`src/rtl/uart_rx_core.sv`:
```
// Oversampling 8N1 UART receiver with majority-vote sampling and a small first-word-fall-through FIFO.
// Define UART_RX_PARITY_EN to add a parity bit (parity_odd selects odd/even) between data and stop.
module uart_rx_core #(
    parameter int CLK_DIV    = 27,
    parameter int OVERSAMPLE = 16,
    parameter int FIFO_DEPTH = 4
) (
    input  logic                          clk,
    input  logic                          rst_n,
    input  logic                          ena,
    input  logic                          rxd,
`ifdef UART_RX_PARITY_EN
    input  logic                          parity_odd,
`endif
    output logic [7:0]                    rx_data,
    output logic                          rx_valid,
    input  logic                          rx_ready,
    output logic                          frame_err,
    output logic                          overrun,
    output logic [$clog2(FIFO_DEPTH):0]   fifo_level,
    output logic                          busy
);

    localparam int DIV_W  = (CLK_DIV > 1) ? $clog2(CLK_DIV) : 1;
    localparam int SAMP_W = $clog2(OVERSAMPLE);
    localparam int M      = OVERSAMPLE / 2;
    localparam int AW     = $clog2(FIFO_DEPTH);

    localparam logic [DIV_W-1:0]  DIV_LAST  = DIV_W'(CLK_DIV - 1);
    localparam logic [SAMP_W-1:0] SAMP_LO   = SAMP_W'(M - 1);
    localparam logic [SAMP_W-1:0] SAMP_MID  = SAMP_W'(M);
    localparam logic [SAMP_W-1:0] SAMP_HI   = SAMP_W'(M + 1);
    localparam logic [SAMP_W-1:0] SAMP_LAST = SAMP_W'(OVERSAMPLE - 1);

`ifdef UART_RX_PARITY_EN
    typedef enum logic [2:0] {IDLE, START, DATA, PARITY, STOP} state_t;
`else
    typedef enum logic [2:0] {IDLE, START, DATA, STOP} state_t;
`endif

    state_t              state, state_nx;
    logic                sync_q, rxd_s;
    logic [DIV_W-1:0]    div_cnt;
    logic                tick;
    logic [SAMP_W-1:0]   samp;
    logic [2:0]          bit_idx;
    logic [7:0]          shift;
    logic                s_a, s_b, maj;
    logic                at_mid, at_end;
    logic                push_set, ferr_set;
    logic                push_req;
    logic [7:0]          push_data;
    logic [7:0]          mem [FIFO_DEPTH];
    logic [AW:0]         wr_ptr, rd_ptr;
    logic                pop, full;
`ifdef UART_RX_PARITY_EN
    logic                par_bad;
`endif

    assign tick   = (div_cnt == DIV_LAST);
    assign maj    = (s_a & s_b) | (s_a & rxd_s) | (s_b & rxd_s);
    assign at_mid = tick && (samp == SAMP_HI);
    assign at_end = tick && (samp == SAMP_LAST);

    always_ff @(posedge clk or negedge rst_n) begin
        if (!rst_n) begin
            sync_q <= 1'b1;
            rxd_s  <= 1'b1;
            state  <= IDLE;
        end else begin
            sync_q <= rxd;
            rxd_s  <= sync_q;
            state  <= state_nx;
        end
    end

    always_comb begin
        state_nx = state;
        push_set = 1'b0;
        ferr_set = 1'b0;
        case (state)
            IDLE:  if (!rxd_s) state_nx = START;
            START: begin
                if (at_mid && maj) state_nx = IDLE;
                else if (at_end)   state_nx = DATA;
            end
`ifdef UART_RX_PARITY_EN
            DATA:   if (at_end && bit_idx == 3'd7) state_nx = PARITY;
            PARITY: if (at_end) state_nx = STOP;
            STOP: begin
                if (at_mid) begin
                    push_set = maj & ~par_bad;
                    ferr_set = ~maj | par_bad;
                    state_nx = IDLE;
                end
            end
`else
            DATA:   if (at_end && bit_idx == 3'd7) state_nx = STOP;
            STOP: begin
                if (at_mid) begin
                    push_set = maj;
                    ferr_set = ~maj;
                    state_nx = IDLE;
                end
            end
`endif
            default: state_nx = IDLE;
        endcase
        // Disabling abandons any partial frame silently
        if (!ena) begin
            state_nx = IDLE;
            push_set = 1'b0;
            ferr_set = 1'b0;
        end
    end

    always_ff @(posedge clk or negedge rst_n) begin
        if (!rst_n) begin
            div_cnt   <= '0;
            samp      <= '0;
            bit_idx   <= '0;
            shift     <= '0;
            s_a       <= 1'b1;
            s_b       <= 1'b1;
            push_req  <= 1'b0;
            push_data <= '0;
            frame_err <= 1'b0;
`ifdef UART_RX_PARITY_EN
            par_bad   <= 1'b0;
`endif
        end else begin
            div_cnt <= (state == IDLE || !ena || tick) ? '0 : div_cnt + DIV_W'(1);
            if (state == IDLE)
                samp <= '0;
            else if (tick)
                samp <= (samp == SAMP_LAST) ? '0 : samp + SAMP_W'(1);
            if (tick && samp == SAMP_LO)  s_a <= rxd_s;
            if (tick && samp == SAMP_MID) s_b <= rxd_s;
            if (state == START)
                bit_idx <= '0;
            else if (state == DATA && at_end)
                bit_idx <= bit_idx + 3'd1;
            if (state == DATA && at_mid)
                shift <= {maj, shift[7:1]};
`ifdef UART_RX_PARITY_EN
            if (state == PARITY && at_mid)
                par_bad <= maj ^ (^shift) ^ parity_odd;
`endif
            push_req  <= push_set;
            push_data <= shift;
            frame_err <= ferr_set;
        end
    end

    assign fifo_level = wr_ptr - rd_ptr;
    assign rx_valid   = (wr_ptr != rd_ptr);
    assign full       = (fifo_level == ($clog2(FIFO_DEPTH) + 1)'(FIFO_DEPTH));
    assign pop        = rx_valid & rx_ready;
    assign rx_data    = mem[rd_ptr[AW-1:0]];
    assign busy       = (state != IDLE);

    // A pop in the same cycle frees the slot the incoming byte needs
    always_ff @(posedge clk or negedge rst_n) begin
        if (!rst_n) begin
            wr_ptr  <= '0;
            rd_ptr  <= '0;
            overrun <= 1'b0;
            for (int i = 0; i < FIFO_DEPTH; i++) mem[i] <= '0;
        end else begin
            overrun <= push_req && full && !pop;
            if (push_req && (!full || pop)) begin
                mem[wr_ptr[AW-1:0]] <= push_data;
                wr_ptr <= wr_ptr + (AW + 1)'(1);
            end
            if (pop) rd_ptr <= rd_ptr + (AW + 1)'(1);
        end
    end

endmodule

```
`config.mk`:
```
export PLATFORM = sky130hd
export DESIGN_NAME = uart_rx_core
export DESIGN_NICKNAME = d
export VERILOG_FILES = /design/src/rtl/uart_rx_core.sv
export SDC_FILE = /design/constraint.sdc
export NUM_CORES = 1
export LEC_CHECK = 0
export CORE_UTILIZATION = 35
export DETAILED_ROUTE_END_ITERATION = 10
export HOLD_SLACK_MARGIN = 0.05
export SETUP_SLACK_MARGIN = 0.2
export SYNTH_ARGS = -nofsm -noshare
export SYNTH_HDL_FRONTEND = slang
export SYNTH_SLANG_ARGS = --single-unit
```
`constraint.sdc`:
```
create_clock -name clk -period 2.9 [get_ports clk]
set_input_delay 0.725 -clock clk [delete_from_list [all_inputs] [get_ports clk]]
set_output_delay 0.725 -clock clk [all_outputs]
set_load 0.005 [all_outputs]
```
Word-level counts from Yosys, hierarchy flattened
Cells that the tools add are included.

cells by class
  $add $sub $neg = 6
  order comparisons = 3
  equality and inequality tests = 15
  multiplexer cells = 25
  bitwise operators = 9
  reduce and logical (&&, ||, !) cells = 23

operators by type and width
  cell                                           count
  bitwise mux 32 bit                             1
  2-to-1 mux 3 bit                               8
  2-to-1 mux 8 bit                               3
  binary-select mux 8 bit (select 2 bit)         1
  demux 8 bit (select 2 bit)                     1
  == test 4 bit, second input constant           3
  logical AND 1 bit                              12
  2-to-1 mux 4 bit                               3
  case mux 3 bit (4 select lines)                1
  adder 3 x 1 -> 3 bit, second input constant    3
  inequality test 3 bit, second input constant   3
  == test 3 x 2 -> 1 bit, second input constant  2
  == test 3 bit, second input constant           2
  >= comparator 3 bit, second input constant     2
  2-to-1 mux 1 bit                               6
  inverter 2 -> 3 bit                            2
  adder 5 x 1 -> 5 bit, second input constant    1
  == test 5 bit, second input constant           1
  2-to-1 mux 5 bit                               1
  adder 4 x 1 -> 4 bit, second input constant    1
  bitwise AND 1 bit                              4
  == test 4 x 3 -> 1 bit, second input constant  1
  inequality test 4 bit, second input constant   1
  AND reduction 4 bit                            1
  other kinds (11)                               17

storage, ports and cells
  flip-flop bits (word level) = 76
  input bits = 5

Depth between registers and ports, before layout
Gate-level depths: netlist of run 1.

  word-level depth = 7
  gate-level depth with buffers = 8
  gate-level depth less buffers = 7

Least setup slack after synthesis of run 1
Ideal clock, no wire load.

  path type = reg-to-reg
  start point = register wr_ptr[0]
  end point = register mem[0] in the netlist's numbering
  setup time = 0.125 ns
  arrival time = 2.383 ns
  data required time = 2.775 ns
  setup slack = 0.392 ns
  cell stages (with the launch flop) = 9
  buffers on the path = 1
  period minus slack after synthesis = 2.508 ns
  cell sequence = dfrtp_1 inv_1 ha_1 fa_1 and2_1 or4b_1 buf_6 nand4_4 mux2_2

on the way
  longest elaborated chain between the ends = 6

ends and longest elaborated chain
  element                                                                                           line  text
  start: declaration                                                                                54    logic [AW:0] wr_ptr, rd_ptr;
  start signal: assignment                                                                          173   wr_ptr <= wr_ptr + (AW + 1)'(1);
  inverter 2 -> 3 bit (not written as such)                                                         172   mem[wr_ptr[AW-1:0]] <= push_data;
  >= comparator 3 bit (not written as such) or less-than comparator 3 x 1 -> 1 bit (tied branches)  172
  logical AND 1 bit (not written as such)                                                           172
  2-to-1 mux 8 bit (not written as such)                                                            172
  demux 8 bit (select 2 bit)                                                                        172
  bitwise mux 32 bit                                                                                172
  end signal: indexed assignment                                                                    172
  end: declaration                                                                                  53    logic [7:0] mem [FIFO_DEPTH];

Parallel ways exist; a longest one is shown, timed or not.
A chain may end at the register's enable or synchronous reset.

Worst setup path after layout of run 1
  start point = register rd_ptr[0]
  end point = register mem[3] in the netlist's numbering

on the way
  longest elaborated chain between the ends = 5

ends and longest elaborated chain
  element                   line  text
  start: declaration        54
  start signal: assignment  175   if (pop) rd_ptr <= rd_ptr + (AW + 1)'(1);
  subtractor 3 bit          155   assign fifo_level = wr_ptr - rd_ptr;
  == test 3 bit             157   assign full = (fifo_level == ($clog2(FIFO_DEPTH) + 1)'(FIFO_DEPTH));
  zero test 1 bit           171   if (push_req && (!full || pop)) begin
  logical OR 1 bit (*)      171
  logical AND 1 bit (*)     171

Every way passes the cells marked *; elsewhere a longest branch is shown, timed or not.

==> summary.md, run 1 <==
| Metric | Value |
|---|---|
| Share of layout cells above drive strength 1 | `between 30% and 40%` |
| Worst Setup Slack, final | `approximately 0.28 ns` |
| Vias in the first global route | `between 2,000 and 2,500` |
| CTS tree | `built` |
| Ys Warns | `0` |
| Yosys cell types | `41` |
| VDD IR-drop max | `about 0.2 mV` |
| Met1 Use GR | `16.6%` |
| Initial antenna violation count | `0` |
| # IOs | `20` |
| Comb power frac | `roughly 2%` |
| Final Max Slew Viols | `0` |
| Final net count | `between 200 and 300` |
| Min Tclk post-route | `2.62 ns` |
| CP endpoint kind | `register` |
| Worst-Skew Late Latency | `0.35 ns` |
| Final setup fails | `0` |
| Net Switching | `0.451 mW` |
| Synth Register Bits | `75` |
| Worst min path class | `register to register` |
| Die Ht | `just over 100 um` |
| Critical path buffers and inverters | `0` |
| Met2 usage | `between 10% and 20%` |
| Clock root buffer master | `clkbuf_8` |
| I/O Buffers | `19` |
| Switching Share | `between 20% and 30%` |
| Seq pwr share | `a little over half` |
| Top cell family by delay on the critical path | `simple AND/OR/NAND/NOR gates` |
| Hold Fails Final Rpt | `0` |
| Crit path required time | `approximately 3.1 ns` |
| CP startpoint kind | `register` |
| DP HPWL | `3.83 mm` |
| Antenna Nets Post-Route | `0` |
| Clk buf depth | `2` |
| Iter 0 DRT Violations | `slightly above 50` |
| Reg area | `0.00188 mm^2` |
| Wirelength, routed | `5.63 mm` |
| Clk sink count | `75` |
| Via count | `around 2,000` |
| GP Congestion | `between 0.7 and 0.8` |
| Initial Util | `a little over a third` |
| Leading cell type in the layout, fill and taps excluded | `dfrtp_1` |
| Worst clock skew | `between 0.01 and 0.015 ns` |
| Crit path cell chain | `ha_2 -> fa_2 -> and2_1 -> or4b_4 -> nand4_4 -> mux2_2` |
| DRT Pass-1 Iters | `4` |
| Actual slew at the worst max-slew pin | `between 0.9 and 1 ns` |
| Wire length per cell | `13.8 um` |
| Sequential area share after synthesis | `between 50 and 60%` |
| Total CTS buffers | `9` |
| Syn avg cell area | `approximately 14 um^2` |
| Outcome | `finished, final reports clean` |
| RSZ-0062 raised after global routing | `yes` |
| Syn Nets | `approximately 260` |
| Pin count of the biggest net entering global routing | `76` |
| Pwr Total | `just under 2 mW` |
| Fillers | `a little under 900` |
| P_int | `roughly 1.5 mW` |
| Die Width | `about 100 um` |
| ANT cells | `0` |
| Synth Cell Area | `0.00341 mm^2` |
| WS Path Type | `register to register` |
| DRC errors left | `0` |
| Max Clk Rate | `~0.38 GHz` |
| Area Overhead vs Synth | `18.6%` |
| Placed insts | `388` |
| Clock share of power | `43.1%` |
| Critical Path Max Stage Delay | `between 0.5 and 0.6 ns` |
| Mapped Cells | `about 240` |
| Overall Global Routing Usage | `a little over an eighth` |
| Core ar. | `between 0.009 and 0.01 mm^2` |
| Via density per instance | `4.77` |
| Tcrit/Tclk final | `90.4%` |
| GRT overflow | `0` |
| Clock Pin Slew Worst Setup and Hold Paths | `0.08 ns` |
| WP data arrival | `2.86 ns` |
| Non-Filler Instances | `around 410` |
| Max stage delay cell, worst path | `or4b_4` |
| Footprint of the multi-input gates | `approximately 0.0014 mm^2` |
| H-tree Lvls | `3` |
| Global-route wire length before repair | `slightly below 10 mm` |
| Row cnt | `35` |
| Setup TNS | `0 ns` |
| M3 GR Usage | `around 4.4%` |
| Slew margin rel. | `38.3%` |
| CP Max Fanout | `9` |
| Area of the die | `0.0101 mm^2` |
| Leak | `1.88 nW` |
| Max cap viols | `0` |
| Worst slack, placed | `slightly below 0.07 ns` |
| Most Crowded Layer GR | `met2` |
| Pwr/cell area | `476 mW/mm^2` |
| Most frequent cells in the layout | `dfrtp_1 (70), mux2_2 (41), nor2_1 (16)` |
==> Yosys cell counts (all sizes together) <==
master	instances	area share, %
clkbuf	3	0.33
nand4	5	2.7
nand4b	2	0.51
or4b	1	0.29
a41oi	1	0.26
nand3	12	1.9
xor2	3	0.77
xnor2	7	2.0
mux2i	2	0.59
a31oi	3	0.55
dfstp	4	3.1
and2	1	0.18
nand3b	1	0.22
nand2b	1	0.18
fa	1	0.59
buf	4	0.70
o221ai	1	0.26
o22ai	3	0.55
and4b	1	0.29
nor3b	2	0.59
nand2	7	0.77
maj3	1	0.29
dfrtp	71	52
a21oi	3	0.44
nor2b	1	0.18
mux4	8	5.3
mux2	44	15
a21boi	1	0.22
nor3	4	0.59
ha	14	5.1
a311oi	1	0.26
inv	14	1.5
o31ai	1	0.22
nor2	16	1.8
==> timing repair <==
| item | 4_1_cts | 5_1_grt |
|---|---|---|
| hold buffers | 0 | 0 |
| pin swaps | 1 | 0 |
| gates cloned | 0 | 1 |
| endpoints found under the hold margin | 0 | 0 |
| endpoints found under the setup margin | 42 | 9 |
| setup buffers | 2 | 2 |
| gates resized for setup | 7 | 6 |
==> cells by family after synthesis <==
logic type	after synthesis	synth area share [%]
xor gates and xnor gates	10	2.79
DFF	75	55.3
muxes	54	20.4
AOI/OAI and AO/OA	14	2.76
buffers and inverters	21	2.57
adders and majority gates	16	6.03
and+or+nand+nor	54	10.2
==> per-layer routing <==
layer | up-vias | part of all wire [%]
met5 | - | 0
met4 | 0 | 2.2
met3 | 9 | 2.9
met2 | 24 | 46
met1 | 978 | 48
li1 | 939 | -
==> final cells by class <==
type	instances	area share, %
timing repair buffer	27	7.13
sequential	75	46.6
clock buffer	9	3.07
multi-input combinational	148	35.8
tap	129	4.00
inverter	14	1.30
clock inverter	7	2.08
==> sequential cells by signal (all words and copies together) (netlist names), 2 cells and up <==
| signal | cells |
|---|---|
| bit_idx | 3 |
| mem | 32 |
| samp | 4 |
| push_data | 8 |
| div_cnt | 5 |
| wr_ptr | 3 |
| rd_ptr | 3 |
| state | 2 |
| shift | 8 |
==> power groups by stage <==
| stage | Sequential (mW) | Combinational, mW | Clock, mW |
|---|---|---|---|
| 6_report | 1.06 | 0.0379 | 0.829 |
| 5_1_grt | 1.06 | 0.0451 | 0.906 |
| 4_1_cts | 1.06 | 0.0405 | 0.861 |
| 3_5_place_dp | 1.08 | 0.0404 | 0 |
| 3_3_place_gp | 1.08 | 0.0398 | 0 |
| 2_1_floorplan | 1.07 | 0.0108 | 0 |
==> final timing paths <==
kind,start,endpoint,slack (ns),depth (start not counted)
setup / recovery,rd_ptr[0],mem[3],0.28,6
hold / removal,sync_q,rxd_s,0.36,0
setup reg to reg,rd_ptr[0],mem[3],0.28,6
hold reg to reg,sync_q,rxd_s,0.36,0
max in group asynchronous,rst_n,rd_ptr[0],1.73,1
min in group asynchronous,rst_n,mem[25],0.49,1
==> metrics by stage <==
| stage | util (%) | hold WS (ns) | instance area (um^2) |
|---|---|---|---|
| 2_1_floorplan | - | 0.345 | 3410 |
| 3_3_place_gp | 40.1 | 0.350 | 3740 |
| 3_5_place_dp | 40.1 | 0.351 | 3740 |
| 4_1_cts | 42.7 | 0.363 | 3980 |
| 5_1_grt | 43.3 | 0.369 | 4040 |
| 6_report | 43.3 | 0.362 | 4040 |
No activity file was read; power rests on OpenSTA's default activity.
==> run 2, diff against run 1 <==
--- a/config.mk
+++ b/config.mk
@@ -5,10 +5,11 @@
 export SDC_FILE = /design/constraint.sdc
 export NUM_CORES = 1
 export LEC_CHECK = 0
-export CORE_UTILIZATION = 35
+export CORE_UTILIZATION = 30
 export DETAILED_ROUTE_END_ITERATION = 10
 export HOLD_SLACK_MARGIN = 0.05
 export SETUP_SLACK_MARGIN = 0.2
+export SLEW_MARGIN = 20
 export SYNTH_ARGS = -nofsm -noshare
 export SYNTH_HDL_FRONTEND = slang
 export SYNTH_SLANG_ARGS = --single-unit
==> run 2 against run 1 <==
Count of clock-buffer cells in the layout stayed put. Design area is 2.5% higher. Fmax decreased by 0.50%. Sequential share of layout area fell by 1.1 points. Worst hold slack lost 0.0056 ns. Combinational power about the same. Core utilization down 5.4 points. Clock skew fell by 0.0077 ns. Largest cell class unchanged.
==> summary.md, run 2 (synthesized netlist as in run 1, its figures left out) <==
| Metric | Value |
|---|---|
| # IOs | `20` |
| Actual slew at the worst max-slew pin | `~0.94 ns` |
| CP startpoint kind | `register` |
| Clock Pin Slew Worst Setup and Hold Paths | `around 0.060 ns` |
| Iter 0 DRT Violations | `90` |
| Clk buf depth | `2` |
| Vias in the first global route | `approximately 2,000` |
| Worst slack, placed | `0.0845 ns` |
| Biggest register | `mem` |
| WP data arrival | `around 1.9 ns` |
| Pwr Total | `roughly 2.2 mW` |
| Die Width | `roughly 110 um` |
| Reg area | `between 0.0015 and 0.002 mm^2` |
| DRT Pass-1 Iters | `4` |
| CTS tree | `built` |
| Setup TNS | `0 ns` |
| Share of layout cells above drive strength 1 | `between 30% and 40%` |
| Core ar. | `0.0109 mm^2` |
| Overall Global Routing Usage | `roughly 11%` |
| Final setup fails | `0` |
| Final Max Slew Viols | `0` |
| Die Ht | `109 um` |
| Crit path required time | `between 2 and 2.5 ns` |
| VDD IR-drop max | `between 0.2 and 0.3 mV` |
| DP HPWL | `about 3.8 mm` |
| R2R depth | `6` |
| Slew margin rel. | `37.5%` |
| WS Path Type | `register to output pin` |
| Via count | `between 1,500 and 2,000` |
| Footprint of the multi-input gates | `between 0.001 and 0.0015 mm^2` |
| Clock root buffer master | `clkbuf_16` |
| Non-Filler Instances | `420` |
| Area Overhead vs Synth | `21.5%` |
| Clock share of power | `between 40% and 50%` |
| Max Clk Rate | `approximately 0.38 GHz` |
| Worst min path class | `register to register` |
| P_int | `about 1.7 mW` |
| Area of the die | `~0.012 mm^2` |
| Largest registers | `mem (32), push_data (8), shift (8)` |
| Hold_ws | `between 0.3 and 0.4 ns` |
| Seq pwr share | `48.4%` |
| Global-route wire length before repair | `a little over 10 mm` |
| Total CTS buffers | `9` |
| Min Tclk post-route | `~2.6 ns` |
| Pin count of the biggest net entering global routing | `76` |
| Comb power frac | `~1.7%` |
| Max cap viols | `0` |
| Final net count | `about 300` |
| Most frequent cells in the layout | `dfrtp_1 (69), mux2_2 (41), nor2_1 (16), clkdlybuf4s50_1 (16)` |
| GP Congestion | `a little under 0.8` |
| Worst clock skew | `roughly 0.007 ns` |
| Hold path cells | `0` |
| Clk sink count | `75` |
| CP endpoint kind | `output pin` |
| Net Switching | `about 0.46 mW` |
| Placed insts | `around 400` |
| Worst-Skew Late Latency | `approximately 0.33 ns` |
| Max reg flops | `32` |
| Initial Util | `31.1%` |
| Leak | `1.88 nW` |
| Row cnt | `38` |
| Tcrit/Tclk final | `90.8%` |
| Pwr/cell area | `approximately 530 mW/mm^2` |
| Antenna Nets Post-Route | `0` |
| Fillers | `~1,100` |
| Outcome | `finished, final reports clean` |
| GRT overflow | `0` |
| Hold Fails Final Rpt | `0` |
| Initial antenna violation count | `0` |
| ANT cells | `0` |
| Leading cell type in the layout, fill and taps excluded | `dfrtp_1` |
| DRC errors left | `0` |
| Via density per instance | `between 4 and 5` |
| CP Max Fanout | `10` |
| H-tree Lvls | `3` |
| Wire length per cell | `~14 um` |
| Switching Share | `about a fifth` |
| I/O Buffers | `19` |
| RSZ-0062 raised after global routing | `no` |
| Wirelength, routed | `~5.8 mm` |
| Worst Setup Slack, final | `about 0.27 ns` |
## run 2: per-stage QoR
step	area [um^2]	utilization (%)
global placement	3760	34.3
global route	4140	37.8
CTS	4080	37.3
finish	4140	37.8
detailed placement	3760	34.3
floorplan	3410	-
## run 2: final timing paths
path / from / end / slack, ns
setup / recovery: rd_ptr[0] / rx_data[5] / 0.27
hold / removal: sync_q / rxd_s / 0.36
setup reg to reg: rd_ptr[0] / mem[2] / 0.32
hold reg to reg: sync_q / rxd_s / 0.36
max in group asynchronous: rst_n / wr_ptr[1] / 1.69
min in group asynchronous: rst_n / push_data[2] / 0.54
## run 2: critical path, cell delays in order (launching register included)
cell	delay, ns
dfrtp_2	0.41
buf_12	0.16
mux4_2	0.53
clkdlybuf4s50_1	0.47
## run 2: power groups by stage
stage / combinational (mW) / sequential (mW) / clock, mW
after floorplan: 0.0108 / 1.07 / 0
after global placement: 0.0397 / 1.08 / 0
after detailed placement: 0.0406 / 1.08 / 0
after CTS: 0.0406 / 1.06 / 1.12
after global routing: 0.0452 / 1.06 / 1.17
final: 0.0380 / 1.06 / 1.09
## run 2: layer usage
layer / global-route usage, % / part of all wire [%] / up-vias
met5: 0 / 0 / -
met4: 4.05 / 1.0 / 0
met3: 3.98 / 4.4 / 7
met2: 17.9 / 49 / 35
met1: 14.6 / 46 / 1004
li1: - / - / 927
## run 2: what timing repair did
item,4_1_cts,5_1_grt
pin swaps,1,0
resized for setup,6,7
buffers inserted,3,2
hold buffers,0,0
endpoints found under the setup margin,38,9
## run 2: area by class of cell
| class | instances | area share (%) |
|---|---|---|
| Clock buffer | 9 | 5.44 |
| Clock inverter | 7 | 1.66 |
| Inverter | 14 | 1.27 |
| Multi-Input combinational cell | 148 | 35.2 |
| Sequential cell | 75 | 45.5 |
| Tap cell | 140 | 4.23 |
| Timing Repair Buffer | 27 | 6.71 |
